[config.mk]
export PLATFORM = sky130hd
export DESIGN_NAME = fpga_stream_sink_flat
export DESIGN_NICKNAME = d
export VERILOG_FILES = /design/src/rtl/fpga_stream_sink_if.sv /design/src/rtl/fpga_stream_sink.sv /design/src/flat_wrapper.sv
export SDC_FILE = /design/constraint.sdc
export NUM_CORES = 1
export LEC_CHECK = 0
export BUFFER_PORTS_ARGS = -buffer_cell sky130_fd_sc_hd__buf_2
export CAP_MARGIN = 40
export CORE_MARGIN = 1
export CORE_UTILIZATION = 57
export DETAILED_ROUTE_END_ITERATION = 6
export GPL_ROUTABILITY_DRIVEN = 0
export GPL_TIMING_DRIVEN = 1
export PLACE_DENSITY = 0.74
export SETUP_SLACK_MARGIN = 0.5
export SYNTH_ARGS = -nofsm -noshare
export SYNTH_HDL_FRONTEND = slang
export SYNTH_SLANG_ARGS = --single-unit
[constraint.sdc]
create_clock -name clk -period 13.5 [get_ports clk]
set_input_delay 1.35 -clock clk [delete_from_list [all_inputs] [get_ports clk]]
set_output_delay 1.35 -clock clk [all_outputs]
set_load 0.02 [all_outputs]
[src/rtl/fpga_stream_sink_if.sv]
`default_nettype none
// ============================================================================
// Module   : fpga_stream_sink_if
// Brief    : Avalon-MM register slave and 8-bit AXI4-Stream sink signal bundle.
// Revision : 1.0 - initial release
// ============================================================================
interface fpga_stream_sink_if;
  logic [1:0]  avs_address;
  logic        avs_chipselect;
  logic        avs_write_n;
  logic [31:0] avs_writedata;
  logic        avs_read_n;
  logic [31:0] avs_readdata;

  logic [7:0]  axis4_s_tdata;
  logic        axis4_s_tvalid;
  logic        axis4_s_tlast;
  logic        axis4_s_tready;

  modport master (
    output avs_address, avs_chipselect, avs_write_n, avs_writedata, avs_read_n,
    input  avs_readdata,
    output axis4_s_tdata, axis4_s_tvalid, axis4_s_tlast,
    input  axis4_s_tready
  );

  modport slave (
    input  avs_address, avs_chipselect, avs_write_n, avs_writedata, avs_read_n,
    output avs_readdata,
    input  axis4_s_tdata, axis4_s_tvalid, axis4_s_tlast,
    output axis4_s_tready
  );
endinterface
`default_nettype wire

[src/rtl/fpga_stream_sink.sv]
`default_nettype none
// ============================================================================
// Module   : fpga_stream_sink
// Brief    : Packs an 8-bit stream into 32-bit LE words, buffers them in a FIFO
//            and exposes level, frame count and checksum via Avalon-MM.
//            Optional CRC-8 in SUM[23:16] with macro FPGA_STREAM_SINK_CRC_EN.
// Revision : 1.0 - initial release
// ============================================================================
module fpga_stream_sink #(
  parameter int DEPTH_LOG2 = 4
) (
  input  logic              clk,
  input  logic              reset,
  fpga_stream_sink_if.slave bus
);

  localparam int unsigned          c_DEPTH_WORDS = 1 << DEPTH_LOG2;
  localparam logic [DEPTH_LOG2:0]  c_FULL_LEVEL  = {1'b1, {DEPTH_LOG2{1'b0}}};

  logic                  r_en;
  logic [31:0]           r_mem [c_DEPTH_WORDS];
  logic [DEPTH_LOG2-1:0] r_wr_ptr;
  logic [DEPTH_LOG2-1:0] r_rd_ptr;
  logic [DEPTH_LOG2:0]   r_level;
  logic [1:0]            r_k;
  logic [31:0]           r_pack;
  logic [15:0]           r_sum;
  logic [7:0]            r_frame_count;
  logic [1:0]            r_last_bytes;
  logic                  r_underflow;
  logic                  r_frame_done;

  logic        w_empty;
  logic        w_full;
  logic        w_tready;
  logic        w_wr_ctrl;
  logic        w_clr;
  logic        w_rd_data;
  logic        w_pop;
  logic        w_accept;
  logic        w_push;
  logic [31:0] w_word;
  logic [7:0]  w_crc;
  logic [31:0] w_readdata;
  logic [29:0] w_unused_wdata;

  assign w_empty   = (r_level == '0);
  assign w_full    = (r_level == c_FULL_LEVEL);
  assign w_tready  = r_en && !w_full;
  assign w_wr_ctrl = bus.avs_chipselect && !bus.avs_write_n && (bus.avs_address == 2'd0);
  assign w_clr     = w_wr_ctrl && bus.avs_writedata[1];
  assign w_rd_data = bus.avs_chipselect && !bus.avs_read_n && (bus.avs_address == 2'd2);
  assign w_pop     = w_rd_data && !w_empty;
  assign w_accept  = bus.axis4_s_tvalid && w_tready;
  assign w_push    = w_accept && ((r_k == 2'd3) || bus.axis4_s_tlast);
  // Lanes above k are always zero in r_pack, so OR-ing the new byte in is enough.
  assign w_word    = r_pack | (32'(bus.axis4_s_tdata) << {r_k, 3'b000});

  assign w_unused_wdata      = bus.avs_writedata[31:2];
  assign bus.axis4_s_tready  = w_tready;
  assign bus.avs_readdata    = w_readdata;

  always_ff @(posedge clk or posedge reset) begin
    if (reset) begin
      r_en          <= 1'b0;
      r_wr_ptr      <= '0;
      r_rd_ptr      <= '0;
      r_level       <= '0;
      r_k           <= 2'd0;
      r_pack        <= '0;
      r_sum         <= '0;
      r_frame_count <= '0;
      r_last_bytes  <= 2'd0;
      r_underflow   <= 1'b0;
      r_frame_done  <= 1'b0;
    end else begin
      if (w_wr_ctrl) begin
        r_en <= bus.avs_writedata[0];
      end
      if (w_clr) begin
        r_wr_ptr      <= '0;
        r_rd_ptr      <= '0;
        r_level       <= '0;
        r_k           <= 2'd0;
        r_pack        <= '0;
        r_sum         <= '0;
        r_frame_count <= '0;
        r_last_bytes  <= 2'd0;
        r_underflow   <= 1'b0;
        r_frame_done  <= 1'b0;
      end else begin
        if (w_push) begin
          r_wr_ptr <= r_wr_ptr + 1'b1;
        end
        if (w_pop) begin
          r_rd_ptr <= r_rd_ptr + 1'b1;
        end
        case ({w_push, w_pop})
          2'b10:   r_level <= r_level + 1'b1;
          2'b01:   r_level <= r_level - 1'b1;
          default: r_level <= r_level;
        endcase
        if (w_rd_data && w_empty) begin
          r_underflow <= 1'b1;
        end
        if (w_accept) begin
          r_sum <= r_sum + 16'(bus.axis4_s_tdata);
          if (w_push) begin
            r_k    <= 2'd0;
            r_pack <= '0;
          end else begin
            r_k    <= r_k + 2'd1;
            r_pack <= w_word;
          end
          if (w_push && bus.axis4_s_tlast) begin
            r_last_bytes  <= r_k + 2'd1;
            r_frame_count <= r_frame_count + 8'd1;
            r_frame_done  <= 1'b1;
          end
        end
      end
    end
  end

  // Storage needs no reset: the head is only visible while the FIFO is non-empty.
  always_ff @(posedge clk) begin
    if (w_push) begin
      r_mem[r_wr_ptr] <= w_word;
    end
  end

`ifdef FPGA_STREAM_SINK_CRC_EN
  logic [7:0] r_crc;

  function automatic logic [7:0] f_crc8(input logic [7:0] crc, input logic [7:0] data);
    logic [7:0] v_c;
    v_c = crc ^ data;
    for (int i = 0; i < 8; i++) begin
      v_c = v_c[7] ? ((v_c << 1) ^ 8'h07) : (v_c << 1);
    end
    return v_c;
  endfunction

  always_ff @(posedge clk or posedge reset) begin
    if (reset) begin
      r_crc <= '0;
    end else if (w_clr) begin
      r_crc <= '0;
    end else if (w_accept) begin
      r_crc <= f_crc8(r_crc, bus.axis4_s_tdata);
    end
  end

  assign w_crc = r_crc;
`else
  assign w_crc = 8'h00;
`endif

  always_comb begin
    w_readdata = '0;
    case (bus.avs_address)
      2'd0:    w_readdata = {31'b0, r_en};
      2'd1:    w_readdata = {6'b0, r_last_bytes, r_frame_count, 4'b0, r_frame_done,
                             r_underflow, w_full, w_empty, 8'(r_level)};
      2'd2:    w_readdata = w_empty ? 32'h0 : r_mem[r_rd_ptr];
      default: w_readdata = {8'h00, w_crc, r_sum};
    endcase
  end

endmodule
`default_nettype wire

[src/flat_wrapper.sv]
// flat-port wrapper written by rule: the top's interface ports become plain ports
module fpga_stream_sink_flat 
#(
  parameter int DEPTH_LOG2 = 4
)
  (clk, reset, bus_avs_address, bus_avs_chipselect, bus_avs_write_n, bus_avs_writedata, bus_avs_read_n, bus_avs_readdata, bus_axis4_s_tdata, bus_axis4_s_tvalid, bus_axis4_s_tlast, bus_axis4_s_tready);
  fpga_stream_sink_if bus_i ();
  input  logic clk;
  input  logic reset;
  input wire logic [$bits(bus_i.avs_address)-1:0] bus_avs_address;
  input wire logic [$bits(bus_i.avs_chipselect)-1:0] bus_avs_chipselect;
  input wire logic [$bits(bus_i.avs_write_n)-1:0] bus_avs_write_n;
  input wire logic [$bits(bus_i.avs_writedata)-1:0] bus_avs_writedata;
  input wire logic [$bits(bus_i.avs_read_n)-1:0] bus_avs_read_n;
  output wire logic [$bits(bus_i.avs_readdata)-1:0] bus_avs_readdata;
  input wire logic [$bits(bus_i.axis4_s_tdata)-1:0] bus_axis4_s_tdata;
  input wire logic [$bits(bus_i.axis4_s_tvalid)-1:0] bus_axis4_s_tvalid;
  input wire logic [$bits(bus_i.axis4_s_tlast)-1:0] bus_axis4_s_tlast;
  output wire logic [$bits(bus_i.axis4_s_tready)-1:0] bus_axis4_s_tready;
  assign bus_i.avs_address = bus_avs_address;
  assign bus_i.avs_chipselect = bus_avs_chipselect;
  assign bus_i.avs_write_n = bus_avs_write_n;
  assign bus_i.avs_writedata = bus_avs_writedata;
  assign bus_i.avs_read_n = bus_avs_read_n;
  assign bus_avs_readdata = bus_i.avs_readdata;
  assign bus_i.axis4_s_tdata = bus_axis4_s_tdata;
  assign bus_i.axis4_s_tvalid = bus_axis4_s_tvalid;
  assign bus_i.axis4_s_tlast = bus_axis4_s_tlast;
  assign bus_axis4_s_tready = bus_i.axis4_s_tready;
  fpga_stream_sink #(.DEPTH_LOG2(DEPTH_LOG2)) u_core (.clk(clk), .reset(reset), .bus(bus_i));
endmodule
After elaboration in Yosys (flattened, before gate mapping)
Memory sizes are Yosys's and may differ from the RTL's.
Index checks and enable logic that the tools add are counted.

storage, ports and cells
  memories = 1
  bits in registers = 76
  memory bits (writable) = 512
  output and inout bits = 33

memory list
  name          words  bits a word  rd ports  clocked after memory_dff  write ports  RTL line                text
  u_core.r_mem  16     32           1         0                         1            fpga_stream_sink.sv:21  logic [31:0] r_mem [c_DEPTH_WORDS];

cells by class
  bitwise operators = 1
  equality and inequality tests = 6
  shifts and indexed selects = 1
  add/sub/neg operators = 7
  reductions and logical operators = 25
  mux-type cells = 29

operators by type and width
  cell                                                  count
  2-to-1 mux 32 bit                                     4
  case mux 32 bit (3 select lines)                      1
  2-to-1 mux 16 bit                                     2
  bitwise OR 32 bit                                     1
  left shift 8 x 5 -> 32 bit                            1
  2-to-1 mux 8 bit                                      3
  adder 16 x 8 -> 16 bit                                1
  2-to-1 mux 4 bit                                      4
  2-to-1 mux 2 bit                                      6
  logical AND 1 bit                                     11
  case mux 5 bit (2 select lines)                       1
  nonzero test 2 bit                                    5
  adder 4 x 1 -> 4 bit (second input constant)          2
  adder 8 x 1 -> 8 bit (second input constant)          1
  2-to-1 mux 1 bit                                      7
  equality test 2 bit (second input constant)           3
  adder 5 x 1 -> 5 bit (second input constant)          1
  equality test 5 bit (second input constant)           1
  logical NOT 5 bit                                     1
  2-to-1 mux 5 bit                                      1
  subtractor 5 x 1 -> 5 bit (second input constant)     1
  equality test 2 x 1 -> 1 bit (second input constant)  2
  logical NOT 1 bit                                     4
  nonzero test 3 bit                                    1
  4 further kinds                                       4

Depth between registers and ports, before layout
Gate-level depths: netlist of the first run.

  depth in word-level cells = 9
  gate-level depth with buffers = 16
  gate-level depth less buffers = 13

Worst setup path after synthesis of the first run
No wires, ideal clock.

  path type = input to register
  start point = input bus_axis4_s_tvalid
  end point = memory u_core.r_mem[0][0], enable pin
  required time = 12.999 ns
  slack = 8.112 ns
  cell stages on the path = 4
  data arrival time = 4.887 ns
  path buffers = 0
  cell sequence = o211ai_4 nor2_2 inv_2 nor4_1

on the way
  longest elaborated chain between the ends = 4

RTL lines
  item                                    RTL line                 text
  start, declared                         flat_wrapper.sv:17       input wire logic [$bits(bus_i.axis4_s_tvalid)-1:0] bus_axis4_s_tvalid;
  logical AND 1 bit                       fpga_stream_sink.sv:54   assign w_accept = bus.axis4_s_tvalid && w_tready;
  logical AND 1 bit                       fpga_stream_sink.sv:55   assign w_push = w_accept && ((r_k == 2'd3) || bus.axis4_s_tlast);
  2-to-1 mux 1 bit                        fpga_stream_sink.sv:127  if (w_push) begin
  2-to-1 mux 1 bit (implied by the code)  fpga_stream_sink.sv:128  r_mem[r_wr_ptr] <= w_word;
  end, declared                           fpga_stream_sink.sv:21

Every way passes these cells.

Worst setup path in the final report of the first run
  start point = register u_core.r_rd_ptr[0]
  end point = output bus_avs_readdata[4]

on the way
  longest elaborated chain between the ends = 3

RTL lines
  item                              RTL line                 text
  start, declared                   fpga_stream_sink.sv:23   logic [DEPTH_LOG2-1:0] r_rd_ptr;
  start signal, assigned            fpga_stream_sink.sv:96   r_rd_ptr <= r_rd_ptr + 1'b1;
  memory read (16 x 32 bit)         --
  2-to-1 mux 32 bit                 fpga_stream_sink.sv:165  2'd2: w_readdata = w_empty ? 32'h0 : r_mem[r_rd_ptr];
  case mux 32 bit (3 select lines)  fpga_stream_sink.sv:161  case (bus.avs_address)
  end, declared                     flat_wrapper.sv:15       output wire logic [$bits(bus_i.avs_readdata)-1:0] bus_avs_readdata;

Every way passes these cells.

==> flow_metrics.tcl, run 1 <==
set metrics [dict create \
    skew_ps 12.5 \
    path_class "flip-flop to primary output" \
    ys_seq_elements 588 \
    io_pins 82 \
    synth_top_flop_cell "edfxtp_1" \
    die_x_um 207 \
    antenna_found_initial 4 \
    cts_root_buf "clkbuf_16" \
    post-cts-setup-buffers 0 \
    routed_via_density 6.38 \
    row_count 74 \
    syn_inst 1313 \
    relSlewSlack_pct 35.7 \
    worstSetupStartpointType "flip-flop" \
    cap_violations 0 \
    grt_overflow 0 \
    p_int_mw 3.76 \
    dp_hpwl_um 30600 \
    fill_cells 2742 \
    cts_buffers 56 \
    p_seq_share_pct 45.6 \
    arrival_ps 3870 \
    power_mw 5.29 \
    cts_buffer_depth 3 \
    power_density_nw_per_um2 198 \
    grt_use_total_pct 25.8 \
    status "complete, but fails checks" \
    clock_sinks 588 \
    fin_crit_sh_pct 38.7 \
    pwr-share-comb_pct 24.4 \
    cts_resized 0 \
    drive_above_1_share_pct 25.8 \
    tns_ps 0 \
    path_delay_family "flip-flops" \
    core_area_um2 41100 \
    totalWireLength_um 53800 \
    post-synth-top-area-cell "edfxtp_1" \
    peakVddDrop_v 0.000153 \
    start_util_pct 58.3 \
    hold_path.class "flip-flop to flip-flop" \
    worst-path-stages 8 \
    slew_viol_final 0 \
    yosys-top-cells-area "edfxtp_1, mux4_2, dfrtp_1, nand2_1, a21oi_1" \
    hold_viol_final 0 \
    cts_tree "built" \
    routed-via-count 12500 \
    period_minus_slack_ps 5220 \
    final_cells 1967 \
    drc 1 \
    grt_pass1_wl_um 80200 \
    synth_seq_area_share_pct 72.1 \
    synth_top_area_share_pct 64.2 \
    post_drt_wl_per_cell_um 27.4 \
    leakage_nw 9.35 \
    switching_power_mw 1.54 \
    crit_path_start "u_core.r_rd_ptr[0]" \
    rrSetupSlack_ps 9880 \
    crit_path_cell_trace "buf_4 > buf_16 > mux4_2 > nor2b_1 > a211oi_1 > a221oi_1 > a211o_1 > buf_2" \
    hold_buffers 0 \
    grt_pass1_vias 12500 \
    grt_max_degree 52 \
    reg2reg_from "u_core.r_level[0]" \
    layout.nets 1453 \
    reg2regPathDepth 13 \
    dieHeight_um 207 \
    crit_path_end "bus_avs_readdata[4]" \
    ys_types 57 \
    path_buf_inv 3 \
    finalSetupViolCount 0 \
    cp_slowest_cell "dfrtp_4" \
    io_buffers 51 \
    clockPowerShare_pct 30.0 \
    worstMarginPinSlew_ps 961 \
    htreeDepth 2 \
    synth_edf_count 512 \
    dp.cells 1859 \
    ys.warnings.count 0 \
    synth_area_per_cell_um2 18.2 \
    dieArea_um2 42900 \
    r2r_end "u_core.r_level[4]" \
    rsz0062_at_grt "false" \
    drt_iter0_markers 1396 \
    clk_latency_ps 600 \
    synth_area_um2 24000 \
    crit_required_ps 12150 \
    max_freq_ghz 0.192 \
    path_clk_slew_ps 60 \
    failed_checks "design-rule violations" \
    endpoint_kind "primary output" \
    async_reset_ff_share_pct 12.9 \
    first_pass_iters 7 \
    ant_nets 0 \
    max_stage_delay_ps 890 \
    worstPathMaxFanout 40 \
    power_switching_share_pct 29.0 \
    syn_nets 1381 \
    synthToLayoutAreaGrowth_pct 11.9 \
]
==> worst min path at each step <==
stage / slack (ps) / to / cells after the start / startpoint
final: 480 / u_core.r_pack[14] / 2 / u_core.r_pack[14]
after floorplan: 450 / u_core.r_pack[10] / 2 / u_core.r_pack[10]
after global placement: 460 / u_core.r_pack[16] / 2 / u_core.r_pack[16]
after CTS: 480 / u_core.r_pack[27] / 2 / u_core.r_pack[27]
after detailed placement: 470 / u_core.r_pack[27] / 2 / u_core.r_pack[27]
after global routing: 510 / u_core.r_pack[14] / 2 / u_core.r_pack[14]
==> layer usage <==
| layer | up-vias | global-route usage [%] | routed length, um | part of all wire (%) |
|---|---|---|---|---|
| li1 | 5291 | - | - | - |
| met1 | 6551 | 37.5 | 21900 | 41 |
| met2 | 585 | 39.9 | 25600 | 48 |
| met3 | 111 | 4.99 | 4570 | 8.5 |
| met4 | 4 | 8.98 | 1670 | 3.1 |
| met5 | - | 0 | 25 | 0.046 |
==> worst register-to-register path, delay by kind of cell (launching register included) <==
family,cells,cell delay [ps]
xor+xnor,2,320
compound gates,4,860
flops,1,460
simple gates,4,1120
buf+inv,1,220
fa+ha+maj,2,540
==> cell usage after synthesis, drive strengths merged, types with 5 or more instances <==
library cell	number
and2	11
mux4	153
edfxtp	512
inv	75
nor4	5
nor2	50
xor2	13
clkbuf	30
dfrtp	76
o21ai	71
xnor2	14
a21oi	56
mux2i	10
nand3	13
nand2	80
nor2b	16
mux2	6
buf	42
a211oi	17
ha	18
==> flip-flops by register name, summed over array words and instances (netlist names) <==
name,count
u_core.r_frame_done,1
u_core.r_wr_ptr,4
u_core.r_underflow,1
u_core.r_en,1
u_core.r_last_bytes,2
u_core.r_mem,512
u_core.r_level,5
u_core.r_k,2
u_core.r_pack,32
u_core.r_sum,16
u_core.r_frame_count,8
u_core.r_rd_ptr,4
==> cell type report <==
| cell class | count | area (um^2) | share of cell area [%] |
|---|---|---|---|
| tap | 532 | 666 | 2.48 |
| sequential | 588 | 17300 | 64.5 |
| multi-input combinational | 578 | 6100 | 22.7 |
| clock buffer | 80 | 1600 | 5.98 |
| antenna | 2 | 5.00 | 0.0187 |
| clock inverter | 26 | 275 | 1.03 |
| timing repair buffer | 86 | 583 | 2.18 |
| inverter | 75 | 283 | 1.06 |
==> power by group through the flow <==
stage               Sequential (mW)  Combinational [mW]  Clock, mW
finish                         2.42                1.29       1.59
global route                   2.43                1.40       1.68
CTS                            2.42                1.30       1.60
detailed placement             2.45                1.29          0
global placement               2.44                1.23          0
floorplan                      2.37                1.02          0
==> cells in the final DEF, fill, tap and decap left out, types with 18 or more instances in the layout <==
| cell | netlist | layout |
|---|---|---|
| edfxtp_1 | 512 | 512 |
| mux4_2 | 153 | 153 |
| nand2_1 | 80 | 80 |
| inv_1 | 74 | 73 |
| dfrtp_1 | 76 | 72 |
| clkbuf_16 | 0 | 58 |
| a21oi_1 | 56 | 56 |
| buf_2 | 14 | 51 |
| o21ai_1 | 45 | 45 |
| nor2_1 | 48 | 44 |
| buf_4 | 13 | 31 |
| o21ai_0 | 24 | 23 |
| ha_1 | 18 | 18 |
==> cell families (layout without fill, tap and decap cells) <==
| kind of cell | count (synthesis) | count (layout) | synth area share (%) |
|---|---|---|---|
| DFF | 588 | 588 | 72.1 |
| adders and majority gates | 19 | 19 | 1.02 |
| and+or+nand+nor | 196 | 196 | 3.89 |
| other | 0 | 2 | 0 |
| muxes | 169 | 169 | 15.1 |
| xor gates and xnor gates | 27 | 27 | 0.987 |
| buffers and inverters | 147 | 267 | 2.77 |
| AOI/OAI and AO/OA | 167 | 167 | 4.14 |
==> through the flow <==
stage                     hold slack [ps]  util [%]  worst slack (ps)  cell area (um^2)
final                                 482      65.2              8280             26800
after global routing                  506      65.2              8020             26800
after global placement                463      60.3              8620             24800
after floorplan                       450         -              8110             24000
after CTS                             485      65.2              8180             26800
after detailed placement              471      60.6              8790             24900
No activity file was read; power rests on OpenSTA's default activity.
==> run 2, diff against run 1 <==
--- a/config.mk
+++ b/config.mk
@@ -8,11 +8,11 @@
 export BUFFER_PORTS_ARGS = -buffer_cell sky130_fd_sc_hd__buf_2
 export CAP_MARGIN = 40
 export CORE_MARGIN = 1
-export CORE_UTILIZATION = 57
+export CORE_UTILIZATION = 56
 export DETAILED_ROUTE_END_ITERATION = 6
 export GPL_ROUTABILITY_DRIVEN = 0
 export GPL_TIMING_DRIVEN = 1
-export PLACE_DENSITY = 0.74
+export PLACE_DENSITY = 0.76
 export SETUP_SLACK_MARGIN = 0.5
 export SYNTH_ARGS = -nofsm -noshare
 export SYNTH_HDL_FRONTEND = slang
==> constraint.sdc (replaced) <==
create_clock -name clk -period 4.4 [get_ports clk]
set_input_delay 0.44 -clock clk [delete_from_list [all_inputs] [get_ports clk]]
set_output_delay 0.44 -clock clk [all_outputs]
set_load 0.02 [all_outputs]
==> run 2 against run 1 <==
- the flow now finishes without violations
- sequential power grew to 3.1 times the previous value
- utilization is 1.4 points lower
- sequential share of layout area is 0.054 points lower
- register-to-register slack worse by 9000 ps
- setup slack worse by 7500 ps
- worst hold slack worse by 410 ps
- non-clock buffer count is 4 higher
- clock-buffer cell count is 11 lower
- clock skew is 11 ps higher
- final cell count is 0.46% higher
- cell area hardly changed
- critical path type unchanged
- largest cell class unchanged
- largest power group unchanged
- highest routed layer unchanged
==> flow_metrics.tcl, run 2 (same netlist as run 1, synthesis figures left out) <==
set metrics [dict create \
    final_cells 1976 \
    worstPathMaxFanout 56 \
    routed_via_density 6.35 \
    slew_viol_final 0 \
    grt_use_total_pct 25.8 \
    row_count 75 \
    layout.nets 1457 \
    io_pins 82 \
    final_cell_mix "edfxtp_1, mux4_2, nand2_1" \
    top_register "u_core.r_mem" \
    cp_common_cell "mux4_2" \
    whs_ps 73.2 \
    hold_path.class "input port to flip-flop" \
    clock_sinks 588 \
    cts_resized 0 \
    arrival_ps 3210 \
    period_minus_slack_ps 3650 \
    endpoint_kind "primary output" \
    cts_buffers 56 \
    cts_buffer_depth 3 \
    io_buffers 51 \
    cts_root_buf "clkbuf_16" \
    tns_ps 0 \
    status "completed" \
    top_regs "u_core.r_mem: 512 flops, u_core.r_pack: 32 flops, u_core.r_sum: 16 flops" \
    leakage_nw 9.32 \
    grt_pass1_wl_um 80900 \
    die_x_um 209 \
    cp_slowest_cell "dfrtp_4" \
    finalSetupViolCount 0 \
    antenna_found_initial 3 \
    clk_latency_ps 610 \
    first_pass_iters 5 \
    fin_ws_ps 749 \
    start_util_pct 57.0 \
    grt_overflow 0 \
    drc 0 \
    fill_cells 2819 \
    drive_above_1_share_pct 25.8 \
    fin_crit_sh_pct 83.0 \
    crit_path_cell_trace "buf_12 > mux4_2 > mux4_2 > inv_1 > o21ai_1 > buf_2" \
    path_class "flip-flop to primary output" \
    relSlewSlack_pct 38.3 \
    path_delay_family "multiplexers" \
    grt_pass1_vias 12700 \
    dieHeight_um 209 \
    post_drt_wl_per_cell_um 27.4 \
    skew_ps 23.6 \
    fin_util_pct 63.8 \
    worstMarginPinSlew_ps 923 \
    max_freq_ghz 0.274 \
    ant_nets 0 \
    antennaDiodeCount 0 \
    post-cts-setup-buffers 0 \
    max_stage_delay_ps 610 \
    power_mw 16.1 \
    place_area_um2 25000 \
    peakVddDrop_v 0.000396 \
    rsz0062_at_grt "false" \
    path_clk_slew_ps 60 \
    htreeDepth 2 \
    core_area_um2 42000 \
    hold_viol_final 0 \
    routed-via-count 12600 \
    layout_commonest_cell "edfxtp_1" \
    dp.cells 1869 \
    power_density_nw_per_um2 599 \
    grt_max_degree 57 \
    largest_reg_flops 512 \
    crit_required_ps 3960 \
    cts_tree "built" \
    pre_cts_slack_ps 962 \
    worstSetupStartpointType "flip-flop" \
    dieArea_um2 43600 \
    cap_violations 0 \
    fin_area_um2 26800 \
    path_buf_inv 3 \
    totalWireLength_um 54000 \
    dp_hpwl_um 31400 \
    hold_buffers 1 \
    synthToLayoutAreaGrowth_pct 12.0 \
    drt_iter0_markers 1512 \
]
run 2: cell count changes in the layout (fill, tap and decap cells not counted), moves of 2 or more:
cell / delta
buf_4: -3
buf_16: -2
clkbuf_8: -6
diode_2: -2
clkinvlp_4: +4
clkbuf_1: -5
buf_12: +8
clkinv_1: +7
run 2: area by class of cell:
cell class / count / area [um^2] / share of cell area [%]
Clock buffer: 69 / 1500 / 5.60
Sequential cell: 588 / 17300 / 64.5
Multi-Input combinational cell: 578 / 6100 / 22.7
Timing Repair Buffer: 90 / 676 / 2.52
Tap cell: 539 / 674 / 2.51
Inverter: 75 / 283 / 1.05
Clock inverter: 37 / 303 / 1.13
run 2: worst paths after layout:
kind	start	endpoint	slack (ps)	cells after the start
max in group asynchronous	reset	u_core.r_sum[11]	2950	4
min in group asynchronous	reset	u_core.r_en	480	3
min	bus_avs_writedata[0]	u_core.r_en	70	2
max reg2reg	u_core.r_level[0]	u_core.r_level[4]	920	14
min reg2reg	u_core.r_pack[11]	u_core.r_pack[11]	490	2
max	u_core.r_rd_ptr[0]	bus_avs_readdata[7]	750	6
run 2: report_power, final:
part / switching [mW] / leakage, nW / internal, mW
Clock: 2.04 / 0.881 / 2.66
Combinational: 2.26 / 2.69 / 1.68
Sequential: 0.415 / 5.76 / 7.01
run 2: metal layers:
layer	vias to the layer above	GRT usage, %	routed length (um)
li1	5292	-	-
met1	6550	36.9	22000
met2	590	40.4	25700
met3	112	3.91	4330
met4	6	10.4	1950
met5	-	0	34
==> run 3, diff against run 2 <==
==> constraint.sdc (replaced) <==
create_clock -name clk -period 3.13 [get_ports clk]
set_input_delay 0.313 -clock clk [delete_from_list [all_inputs] [get_ports clk]]
set_output_delay 0.313 -clock clk [all_outputs]
set_load 0.02 [all_outputs]
==> run 3 against run 2 <==
- the flow now finishes with violations (negative setup slack)
- non-clock buffer count grew 68
- critical path depth rose by 2
- critical path type unchanged
- sequential power up 39%
- clock skew fell by 13 ps
- first-iteration DRC count increased by 2.0%
- global-route usage up 1.9 points
- sequential share of layout area decreased by 3.4 points
- cell area rose by 5.6%
==> flow_metrics.tcl, run 3 (same netlist as run 1, synthesis figures left out) <==
set metrics [dict create \
    crit_path_cell_trace "buf_12 > buf_6 > buf_16 > mux4_2 > mux4_2 > inv_2 > o21ai_4 > buf_6" \
    place_area_um2 25400 \
    worstPathMaxFanout 7 \
    post_drt_wl_per_cell_um 28.8 \
    cap_violations 0 \
    worstSetupStartpointType "flip-flop" \
    crit_required_ps 2820 \
    cp_slowest_cell "mux4_2" \
    routed-via-count 13000 \
    dp_hpwl_um 32800 \
    finalSetupViolCount 10 \
    core_area_um2 42000 \
    top_regs "u_core.r_mem: 512 flops, u_core.r_pack: 32 flops, u_core.r_sum: 16 flops" \
    drc 0 \
    die_x_um 209 \
    path_class "flip-flop to primary output" \
    power_mw 24.6 \
    rsz0062_at_grt "true" \
    cts_buffer_depth 3 \
    dr.max_layer_used "met4" \
    status "complete, but fails checks" \
    cts_tree "built" \
    final_cell_mix "edfxtp_1, mux4_2, nand2_1" \
    arrival_ps 2860 \
    cts_buffers 58 \
    power_density_nw_per_um2 868 \
    clk_latency_ps 630 \
    io_buffers 51 \
    top_register "u_core.r_mem" \
    start_util_pct 57.0 \
    antenna_found_initial 1 \
    seqCellArea_um2 17300 \
    period_minus_slack_ps 3180 \
    drive_above_1_share_pct 32.8 \
    dp.cells 1904 \
    pwr-share-comb_pct 30.0 \
    slew_viol_final 0 \
    peakVddDrop_v 0.000553 \
    worstMarginPinSlew_ps 863 \
    leakage_nw 9.96 \
    p_int_mw 17.3 \
    skew_ps 11.0 \
    drt-met1-wl_um 22400 \
    io_pins 82 \
    path_clk_slew_ps 60 \
    endpoint_kind "primary output" \
    hold_viol_final 0 \
    max_stage_delay_ps 510 \
    dieArea_um2 43600 \
    totalWireLength_um 59000 \
    row_count 75 \
    failed_checks "negative setup slack" \
    switching_power_mw 7.32 \
    p_seq_share_pct 41.8 \
    hold_path.class "input port to flip-flop" \
    max_freq_ghz 0.315 \
    synthToLayoutAreaGrowth_pct 18.3 \
    layout_commonest_cell "edfxtp_1" \
    relSlewSlack_pct 42.5 \
    grt_use_total_pct 27.7 \
    cts_root_buf "clkbuf_16" \
    layout.nets 1527 \
    multi_input_area_um2 6420 \
    drt_iter0_markers 1542 \
    dieHeight_um 209 \
    met2_length_um 29100 \
    clockPowerShare_pct 28.2 \
    fin_area_um2 28300 \
    largest_reg_flops 512 \
    htreeDepth 2 \
    first_pass_iters 5 \
    fill_cells 2632 \
    grt_pass1_wl_um 86500 \
    grt_max_degree 43 \
    final_cells 2049 \
    grt_pass1_vias 13400 \
    fin_util_pct 67.4 \
    whs_ps 49.8 \
    clock_sinks 588 \
    fin_ws_ps -47.0 \
    ant_nets 0 \
    path_delay_family "multiplexers" \
    grt_overflow 0 \
    path_buf_inv 5 \
    wl_met3_um 5160 \
    fin_crit_sh_pct 102 \
    routed_via_density 6.35 \
    power_switching_share_pct 29.8 \
]
-- run 3: cell count changes in the layout (fill, tap and decap cells not counted), moves of 14 or more --
| cell | change |
|---|---|
| o21ai_1 | -16 |
| buf_6 | +21 |
| inv_2 | +16 |
| buf_4 | +38 |
| buf_2 | -20 |
| inv_1 | -17 |
| o21ai_2 | +14 |
-- run 3: layout make-up --
| cell class | count | area share, % |
|---|---|---|
| clock buffer | 73 | 5.50 |
| timing repair buffer | 158 | 6.23 |
| sequential | 588 | 61.0 |
| inverter | 75 | 1.01 |
| multi-input combinational | 578 | 22.7 |
| clock inverter | 37 | 1.20 |
| tap | 539 | 2.38 |
| antenna | 1 | 0.00883 |
-- run 3: per-layer routing --
layer  global-route usage [%]  up-vias
li1                         -     5448
met1                     37.2     6736
met2                     44.7      672
met3                     5.89      153
met4                     11.5        0
met5                        0        -
-- run 3: stage by stage --
step                      worst slack (ps)  TNS (ps)
after detailed placement               287         0
after global routing                  -103     -1290
after floorplan                        148         0
after CTS                            -48.9      -425
final                                -47.0      -161
after global placement                 291         0
-- run 3: worst paths after layout --
check | end | from | slack (ps) | cells past startpoint
worst max-delay path | bus_avs_readdata[13] | u_core.r_rd_ptr[0] | -50 | 8
worst min-delay path | u_core.r_frame_count[1] | bus_axis4_s_tlast | 50 | 3
worst max register to register | u_core.r_level[4] | u_core.r_level[2] | 430 | 13
worst min register to register | u_core.r_pack[12] | u_core.r_pack[12] | 480 | 2
max in group asynchronous | u_core.r_pack[1] | reset | 2400 | 5
min in group asynchronous | u_core.r_en | reset | 250 | 4
-- run 3: power by group through the flow --
stage	clock network, mW	logic [mW]	registers, mW
2_1_floorplan	0	4.47	10.2
3_3_place_gp	0	5.78	10.4
3_5_place_dp	0	5.97	10.5
4_1_cts	7.02	7.06	10.3
5_1_grt	7.32	7.85	10.3
6_report	6.94	7.38	10.3
-- run 3: what timing repair did --
action                                  4_1_cts  5_1_grt
hold buffers                                  2        0
endpoints found under the setup margin       58      137
setup buffers                                19        3
pin swaps                                     7        6
hold endpoints to repair                     44        0
gates resized for setup                      79       59
gates cloned                                  8        2
-- run 3: worst register-to-register path: stages (launching register included) --
cell	delay (ps)
dfrtp_1	390
or4_4	610
o211ai_4	230
nor2_4	90
inv_4	90
ha_4	150
xor2_2	150
ha_2	210
a21oi_4	50
nor3b_2	190
o21ai_2	80
a21oi_2	140
xnor2_1	140
nor2_1	60
